<file path="src/rtl/fetch_queue_unit_if.sv">
// fetch_queue_unit_if: redirect, instruction-memory and decode handshake bundle of the fetch stage.
// master is the fetch unit itself; slave is the surrounding pipeline / memory.
interface fetch_queue_unit_if #(parameter int XLEN = 32);
   logic            pc_src_exec;
   logic [XLEN-1:0] pc_target_exec;
   logic            imem_req_valid;
   logic            imem_req_ready;
   logic [XLEN-1:0] imem_addr;
   logic            imem_rsp_valid;
   logic [XLEN-1:0] imem_rsp_data;
   logic [XLEN-1:0] instr_decode;
   logic [XLEN-1:0] pc_decode;
   logic [XLEN-1:0] next_pc_decode;
   logic            valid_decode;
   logic            ready_decode;
   modport master (
      input  pc_src_exec, pc_target_exec, imem_req_ready, imem_rsp_valid, imem_rsp_data, ready_decode,
      output imem_req_valid, imem_addr, instr_decode, pc_decode, next_pc_decode, valid_decode
   );
   modport slave (
      output pc_src_exec, pc_target_exec, imem_req_ready, imem_rsp_valid, imem_rsp_data, ready_decode,
      input  imem_req_valid, imem_addr, instr_decode, pc_decode, next_pc_decode, valid_decode
   );
endinterface

</file>
<file path="src/rtl/fetch_queue_unit.sv">
// fetch_queue_unit: RV32 fetch stage, one outstanding imem request, decoupling queue to decode.
// Redirects flush the queue and turn an in-flight request into a dropped one.
module fetch_queue_unit #(
   parameter int              XLEN       = 32,
   parameter logic [XLEN-1:0] RESET_PC   = '0,
   parameter int              FIFO_DEPTH = 4
) (
   input logic                 clk,
   input logic                 rst_n,
   fetch_queue_unit_if.master  bus
);
   localparam int AW = $clog2(FIFO_DEPTH);
   localparam int CW = AW + 1;
   typedef enum logic [1:0] {IDLE, WAIT, DROP} state_t;
   state_t          r_state;
   logic [XLEN-1:0] r_fetch_pc;
   logic [XLEN-1:0] r_req_pc;
   logic [XLEN-1:0] r_pc_q  [FIFO_DEPTH];
   logic [XLEN-1:0] r_npc_q [FIFO_DEPTH];
   logic [XLEN-1:0] r_ins_q [FIFO_DEPTH];
   logic [AW-1:0]   r_rd;
   logic [AW-1:0]   r_wr;
   logic [CW-1:0]   r_count;
   logic            w_req_valid;
   logic            w_accept;
   logic            w_rsp;
   logic            w_push;
   logic            w_pop;
   // issue needs a free slot now; a pop this cycle does not count as space
   assign w_req_valid = rst_n && (r_state == IDLE) && (r_count < CW'(FIFO_DEPTH)) && !bus.pc_src_exec;
   assign w_accept    = w_req_valid && bus.imem_req_ready;
   assign w_rsp       = bus.imem_rsp_valid && (r_state != IDLE);
   assign w_push      = w_rsp && (r_state == WAIT) && !bus.pc_src_exec;
   assign w_pop       = (r_count != '0) && bus.ready_decode && !bus.pc_src_exec;
   assign bus.imem_req_valid = w_req_valid;
   assign bus.imem_addr      = r_fetch_pc;
   assign bus.valid_decode   = (r_count != '0);
   assign bus.pc_decode      = r_pc_q[r_rd];
   assign bus.next_pc_decode = r_npc_q[r_rd];
   assign bus.instr_decode   = r_ins_q[r_rd];
   always_ff @(posedge clk or negedge rst_n) begin
      if (!rst_n) begin
         r_state    <= IDLE;
         r_fetch_pc <= RESET_PC;
         r_req_pc   <= '0;
         r_rd       <= '0;
         r_wr       <= '0;
         r_count    <= '0;
         for (int i = 0; i < FIFO_DEPTH; i++) begin
            r_pc_q[i]  <= '0;
            r_npc_q[i] <= '0;
            r_ins_q[i] <= '0;
         end
      end else if (bus.pc_src_exec) begin
         r_fetch_pc <= bus.pc_target_exec & ~XLEN'(3);
         r_rd       <= '0;
         r_wr       <= '0;
         r_count    <= '0;
         // an in-flight request that has not answered yet must be swallowed later
         r_state    <= (r_state == IDLE || bus.imem_rsp_valid) ? IDLE : DROP;
      end else begin
         if (w_accept) begin
            r_state    <= WAIT;
            r_req_pc   <= r_fetch_pc;
            r_fetch_pc <= r_fetch_pc + XLEN'(4);
         end else if (w_rsp) begin
            r_state <= IDLE;
         end
         if (w_push) begin
            r_pc_q[r_wr]  <= r_req_pc;
            r_npc_q[r_wr] <= r_req_pc + XLEN'(4);
            r_ins_q[r_wr] <= bus.imem_rsp_data;
            r_wr          <= r_wr + 1'b1;
         end
         if (w_pop)
            r_rd <= r_rd + 1'b1;
         r_count <= r_count + CW'(w_push) - CW'(w_pop);
      end
   end
endmodule

</file>
<file path="src/flat_wrapper.sv">
// flat-port wrapper written by rule: the top's interface ports become plain ports
module fetch_queue_unit_flat 
#(
   parameter int              XLEN       = 32,
   parameter logic [XLEN-1:0] RESET_PC   = '0,
   parameter int              FIFO_DEPTH = 4
)
  (clk, rst_n, bus_pc_src_exec, bus_pc_target_exec, bus_imem_req_ready, bus_imem_rsp_valid, bus_imem_rsp_data, bus_ready_decode, bus_imem_req_valid, bus_imem_addr, bus_instr_decode, bus_pc_decode, bus_next_pc_decode, bus_valid_decode);
  fetch_queue_unit_if #(.XLEN(XLEN)) bus_i ();
  input logic clk;
  input logic rst_n;
  input wire logic [$bits(bus_i.pc_src_exec)-1:0] bus_pc_src_exec;
  input wire logic [$bits(bus_i.pc_target_exec)-1:0] bus_pc_target_exec;
  input wire logic [$bits(bus_i.imem_req_ready)-1:0] bus_imem_req_ready;
  input wire logic [$bits(bus_i.imem_rsp_valid)-1:0] bus_imem_rsp_valid;
  input wire logic [$bits(bus_i.imem_rsp_data)-1:0] bus_imem_rsp_data;
  input wire logic [$bits(bus_i.ready_decode)-1:0] bus_ready_decode;
  output wire logic [$bits(bus_i.imem_req_valid)-1:0] bus_imem_req_valid;
  output wire logic [$bits(bus_i.imem_addr)-1:0] bus_imem_addr;
  output wire logic [$bits(bus_i.instr_decode)-1:0] bus_instr_decode;
  output wire logic [$bits(bus_i.pc_decode)-1:0] bus_pc_decode;
  output wire logic [$bits(bus_i.next_pc_decode)-1:0] bus_next_pc_decode;
  output wire logic [$bits(bus_i.valid_decode)-1:0] bus_valid_decode;
  assign bus_i.pc_src_exec = bus_pc_src_exec;
  assign bus_i.pc_target_exec = bus_pc_target_exec;
  assign bus_i.imem_req_ready = bus_imem_req_ready;
  assign bus_i.imem_rsp_valid = bus_imem_rsp_valid;
  assign bus_i.imem_rsp_data = bus_imem_rsp_data;
  assign bus_i.ready_decode = bus_ready_decode;
  assign bus_imem_req_valid = bus_i.imem_req_valid;
  assign bus_imem_addr = bus_i.imem_addr;
  assign bus_instr_decode = bus_i.instr_decode;
  assign bus_pc_decode = bus_i.pc_decode;
  assign bus_next_pc_decode = bus_i.next_pc_decode;
  assign bus_valid_decode = bus_i.valid_decode;
  fetch_queue_unit #(.XLEN(XLEN), .RESET_PC(RESET_PC), .FIFO_DEPTH(FIFO_DEPTH)) u_core (.clk(clk), .rst_n(rst_n), .bus(bus_i));
endmodule
</file>
<file path="config.mk">
export PLATFORM = sky130hd
export DESIGN_NAME = fetch_queue_unit_flat
export DESIGN_NICKNAME = d
export VERILOG_FILES = /design/src/rtl/fetch_queue_unit_if.sv /design/src/rtl/fetch_queue_unit.sv /design/src/flat_wrapper.sv
export SDC_FILE = /design/constraint.sdc
export NUM_CORES = 1
export LEC_CHECK = 0
export ABC_AREA = 1
export CORE_ASPECT_RATIO = 0.5
export CORE_MARGIN = 2
export CORE_UTILIZATION = 45
export CTS_BUF_LIST = sky130_fd_sc_hd__clkbuf_8
export CTS_CLUSTER_DIAMETER = 150
export DETAILED_ROUTE_END_ITERATION = 12
export MAX_ROUTING_LAYER = met4
export PLACE_DENSITY = 0.65
export SLEW_MARGIN = 20
export SYNTH_ARGS = -nofsm -noshare
export SYNTH_HDL_FRONTEND = slang
export SYNTH_SLANG_ARGS = --single-unit
</file>
<file path="constraint.sdc">
create_clock -name clk -period 2.5 [get_ports clk]
set_input_delay 0.25 -clock clk [delete_from_list [all_inputs] [get_ports clk]]
set_output_delay 0.25 -clock clk [all_outputs]
set_load 0.005 [all_outputs]
</file>
### Yosys cells after proc, flatten, opt, wreduce, memory -nomap -nowiden

Index checks and enable logic that the tools add are counted.

* register bits after elaboration: 457
* bits of input ports: 70
* output and inout port bits: 130
* word-level logic and storage cells: 78

* add/sub/neg operators: 6
* magnitude comparators: 4
* eq/ne operators: 1
* muxes and demuxes: 25
* bitwise logic cells: 3
* reduce and logical (&&, ||, !) cells: 21

Operators with widths (count)
* $bwmux W128: 3
* $mux W32: 9
* $bmux W32 S2: 3
* $add A32 B3 Y32 const B: 2
* $demux W32 S2: 1
* $mux W2: 8
* $logic_and A1 B1 Y1: 10
* $reduce_bool A2 Y1: 4
* $ge A3 B3 Y1 const B: 2
* $not A2 Y3: 2
* $reduce_bool A3 Y1: 2
* $add A2 B1 Y2 const B: 2
* $reduce_and A2 Y1: 2
* $add A3 B1 Y3: 1
* $lt A3 B1 Y1 const B: 1
* $lt A3 B3 Y1 const B: 1
* $mux W3: 1
* $sub A3 B1 Y3: 1
* $eq A2 B1 Y1 const B: 1
* $logic_not A2 Y1: 1
* $logic_not A1 Y1: 1
* $logic_or A1 B1 Y1: 1
* $not A1 Y1: 1

### Depth between registers and ports, before layout

* depth in word-level cells: 7
* depth in mapped cells: 11

### Least setup slack after synthesis

No wires, ideal clock.

* path type: input to register
* start: input bus_pc_src_exec
* end: register u_core.r_count[2]
* setup time: 0.124 ns
* arrival time: 1.820 ns
* data required time: 2.376 ns
* path slack: 0.556 ns
* stages: 10
* path buffers: 2
* cells stage by stage: buf_4 buf_1 nor2_1 ha_1 inv_1 ha_1 inv_1 fa_1 o21ai_0 a21oi_1

* cells in the longest elaborated chain, start to end: 5

Ends and longest elaborated chain
* start: declaration: line flat_wrapper.sv:12 `input wire logic [$bits(bus_i.pc_src_exec)-1:0] bus_pc_src_exec;`
* $logic_not A1 Y1: line fetch_queue_unit.sv:33, fetch_queue_unit.sv:34
* $logic_and A1 B1 Y1: line fetch_queue_unit.sv:33 `assign w_push = w_rsp && (r_state == WAIT) && !bus.pc_src_exec;`
* $add A3 B1 Y3: line fetch_queue_unit.sv:77 `r_count <= r_count + CW'(w_push) - CW'(w_pop);`
* $sub A3 B1 Y3: line fetch_queue_unit.sv:77
* $mux W3 *: line fetch_queue_unit.sv:54 `end else if (bus.pc_src_exec) begin`
* end signal: assignment: line fetch_queue_unit.sv:77
* end: declaration: line fetch_queue_unit.sv:23 `logic [CW-1:0] r_count;`

Every way passes the cells marked *; elsewhere a longest branch is shown, timed or not.
A chain may end at the register's enable or synchronous reset.

### Worst setup path in the final report

* start: register u_core.r_rd[0]
* end: output bus_instr_decode[3]

* cells in the longest elaborated chain, start to end: 4

Ends and longest elaborated chain
* start: declaration: line fetch_queue_unit.sv:21 `logic [AW-1:0] r_rd;`
* start signal: assignment: line fetch_queue_unit.sv:76 `r_rd <= r_rd + 1'b1;`
* $not A2 Y3 (not written as such): line fetch_queue_unit.sv:40 `assign bus.instr_decode = r_ins_q[r_rd];`
* $bmux W32 S2: line fetch_queue_unit.sv:40
* $mux W32 (not written as such) (2 in series): line fetch_queue_unit.sv:40
* end: declaration: line flat_wrapper.sv:20 `output wire logic [$bits(bus_i.instr_decode)-1:0] bus_instr_decode;`

Every way passes these cells. The select of a mux whose other input is x is not followed.

==> reports/metrics.yaml <==
layout:
  antenna_cells: 0
  area_delta_synth_final_pct: 19.4
  drive_gt1_share_pct: 8.77
  finalInstanceArea_mm2: 0.0249
  nNetsFinal: 2806
  fin_util_pct: 54.7
logic_synthesis:
  synth_edf_count: 0
  synth_area_per_cell_um2: 8.10
  synth_flop_cell: "dfrtp_1"
  syn_inst: 2572
  ys_seq_area_share_pct: 52.5
  syn-cell-area_mm2: 0.0208
  synth_cell_types: 36
  synth_seq_cells: 437
  synth-async-reset-ratio_pct: 100
  ys_warn_count: 0
run_status:
  violations: "negative setup slack"
  status: "complete, but fails checks"
worst_setup_path:
  criticalPathCategory: "reg2out"
  critPathCaptureType: "output pin"
  r2r_setup_slack_ns: 0.52
  worst_r2r_endpoint: "u_core.r_count[2]$_DFF_PN0_"
  critPathLaunch: "u_core.r_rd[0]$_DFFE_PN0P_"
  cp_slowest_stage_delay_ns: 0.56
  r2r_cells: 11
  cp_data_arrival_time_ns: 2.42
  crit_chain: "buf_4 -> buf_16 -> o21ai_0 -> o22ai_1 -> clkdlybuf4s50_1"
  critPathSlowestCell: "dfrtp_4"
  start_kind: "flip-flop"
  r2r_start: "u_core.r_count[1]$_DFF_PN0_"
  required_ns: 2.25
  endpoint: "bus_instr_decode[3]"
  cp_max_fo: 18
clocking:
  clk_pin_slew_ns: 0.07
  clk_latency_ns: 0.65
  cts_max_path_buffers: 3
  cts_tree: "yes"
  numCtsBuffers: 61
  root_buffer: "clkbuf_8"
  cts.sinks: 437
  htree_levels: 2
die:
  dieArea_mm2: 0.0481
  rows: 55
  initial_core_util_pct: 45.9
  io_pins: 200
  coreArea_mm2: 0.0454
  die_w_um: 308
  die_y_um: 156
power:
  worst_ir_drop_vdd_mv: 0.456
  power_density_mw_per_mm2: 924
  p_leak_nw: 12.5
sta:
  finalCritPeriodShare_pct: 107
  drv_slew: 0
  rsz0062_at_grt: "true"
  max_freq_mhz: 375
  finalSetupViolCount: 19
  finalSetupTns_ns: -2.20
  tightest_slew_ns: 0.683
  worst_clock_skew_ns: 0.0371
  setup_slack_ns: -0.168
  slew_headroom_pct: 54.4
  hold_viol: 0
  period_needed_ns: 2.67
  hold_slack_ns: 0.0224
grt:
  grt_pass1_wl_um: 94600
  grtUsageTotal_pct: 25.5
  grt_overflow: 0
  antenna_found_initial: 1
  grt_pass1_vias: 17000
  grt_max_degree: 118
worst_hold_path:
  hold_path.class: "in2async"
route:
  drc: 0
  avgRoutedWirePerCell_um: 17.8
  drt-total-wl_um: 60100
  vias: 18000
  drt-pass1-iter-count: 5
  drt_iter0_drc: 1692
  ant_nets: 0
  vias_per_cell: 5.33
placed_design:
  place_congestion: 0.914
  portBuffers: 191
  hpwl_um: 36500
  placedInstanceArea_mm2: 0.0231
job:
  cap_violations: 0
kinds of logic (layout without fill, tap and decap cells):
| logic type | Yosys count | after routing | synth area share (%) |
|---|---|---|---|
| compound gates | 616 | 616 | 15.6 |
| xor+xnor | 23 | 23 | 1.11 |
| flops | 437 | 437 | 52.5 |
| fa+ha+maj | 9 | 9 | 0.577 |
| other cells | 1 | 6 | 0.0180 |
| simple gates | 1183 | 1183 | 22.7 |
| buf+inv | 303 | 498 | 7.52 |
power by group:
group / switching [mW] / internal (mW)
clock: 2.84 / 2.97
combinational: 4.49 / 3.54
sequential: 1.03 / 8.09
total: 8.37 / 14.6
synthesized netlist by cell type (4+ instances only):
| cell | count | share of area [%] |
|---|---|---|
| nand2_2 | 13 | 0.39 |
| xor2_2 | 4 | 0.31 |
| nand2_1 | 801 | 14 |
| inv_2 | 8 | 0.14 |
| buf_6 | 43 | 2.3 |
| xor2_1 | 19 | 0.80 |
| o21ai_2 | 6 | 0.25 |
| nand2_4 | 5 | 0.27 |
| nor2_2 | 8 | 0.24 |
| nand4_1 | 5 | 0.15 |
| a21oi_1 | 7 | 0.17 |
| buf_4 | 16 | 0.58 |
| o21ai_1 | 89 | 2.1 |
| o22ai_1 | 92 | 2.8 |
| buf_2 | 35 | 0.84 |
| nand3_1 | 59 | 1.4 |
| nor2_1 | 275 | 5.0 |
| nor2_4 | 8 | 0.43 |
| o21ai_0 | 411 | 9.9 |
| dfrtp_1 | 437 | 53 |
| o21a_1 | 4 | 0.14 |
| inv_1 | 137 | 2.5 |
| ha_1 | 8 | 0.48 |
| clkbuf_1 | 62 | 1.1 |
| o211ai_1 | 6 | 0.22 |
placed cells by master, fill, tap and decap left out, types with 6 or more instances in the layout:
master	netlist	layout
nor2_4	8	8
o22ai_2	0	27
nor2_2	8	12
a21oi_1	7	7
ha_1	8	8
o21ai_0	411	379
clkinv_2	0	14
nand2_2	13	13
o21ai_1	89	114
nand2_1	801	801
buf_16	0	6
o22ai_1	92	65
inv_2	8	7
o21ai_2	6	13
xor2_1	19	19
clkdlybuf4s50_1	0	115
conb_1	1	6
dfrtp_1	437	435
inv_1	137	153
nand3_1	59	59
nor2_1	275	271
buf_4	16	16
clkbuf_8	0	70
o211ai_1	6	6
dlygate4sd2_1	0	45
buf_12	0	20
dlymetal6s2s_1	0	28
critical path, delay by kind of cell, from the launching register on:
family	cells	cell delay (ns)
flip-flops	1	0.56
AO/OA/AOI/OAI	2	0.28
buffers and inverters	3	0.92
state kept, by name (all words and copies together) (netlist names):
signal,count
u_core.r_pc_q,120
u_core.r_npc_q,120
u_core.r_ins_q,128
u_core.r_wr,2
u_core.bus.imem_addr,30
u_core.r_rd,2
u_core.r_req_pc,30
u_core.r_state,2
u_core.r_count,3
final cells by class:
class | instances | area [um^2]
Clock inverter | 38 | 283
Multi-Input combinational cell | 1837 | 8550
Fill cell | 4281 | 20600
Clock buffer | 70 | 963
Tap cell | 598 | 748
Sequential cell | 437 | 10900
Timing Repair Buffer | 244 | 2820
Inverter | 146 | 564
metrics by stage:
step           power [mW]  std cells  worst slack (ns)
2_1_floorplan        12.7       2577             0.556
3_3_place_gp         16.9       3249             0.274
3_5_place_dp         17.0       3249             0.263
4_1_cts              22.9       3364            -0.243
5_1_grt              24.3       3370            -0.248
6_report             23.0       3370            -0.168
per-layer routing:
layer	vias up	GRT usage, %	part of all wire, %
met2	581	38.8	45
met4	0	5.90	1.8
li1	8619	-	-
met5	-	-	0
met3	80	4.18	6.9
met1	8684	36.0	47
worst min path at each step:
stage	to	start	cells past startpoint
after floorplan	u_core.bus.imem_addr[10]$_DFFE_PN0P_	rst_n	0
after global placement	u_core.r_req_pc[6]$_DFFE_PN0P_	rst_n	1
after detailed placement	u_core.r_req_pc[7]$_DFFE_PN0P_	rst_n	1
after CTS	u_core.r_req_pc[7]$_DFFE_PN0P_	rst_n	2
after global routing	u_core.bus.imem_addr[7]$_DFFE_PN0P_	rst_n	2
final	u_core.bus.imem_addr[7]$_DFFE_PN0P_	rst_n	2
what timing repair did:
| action | CTS | global route |
|---|---|---|
| endpoints found under the setup margin | 92 | 55 |
| buffers inserted | 3 | 1 |
| pin swaps | 11 | 6 |
| gates resized for setup | 81 | 89 |
| endpoints found under the hold margin | 437 | 0 |
| hold buffers | 1 | 0 |
| gates cloned | 3 | 6 |
Power figures use the tool's default switching activity.
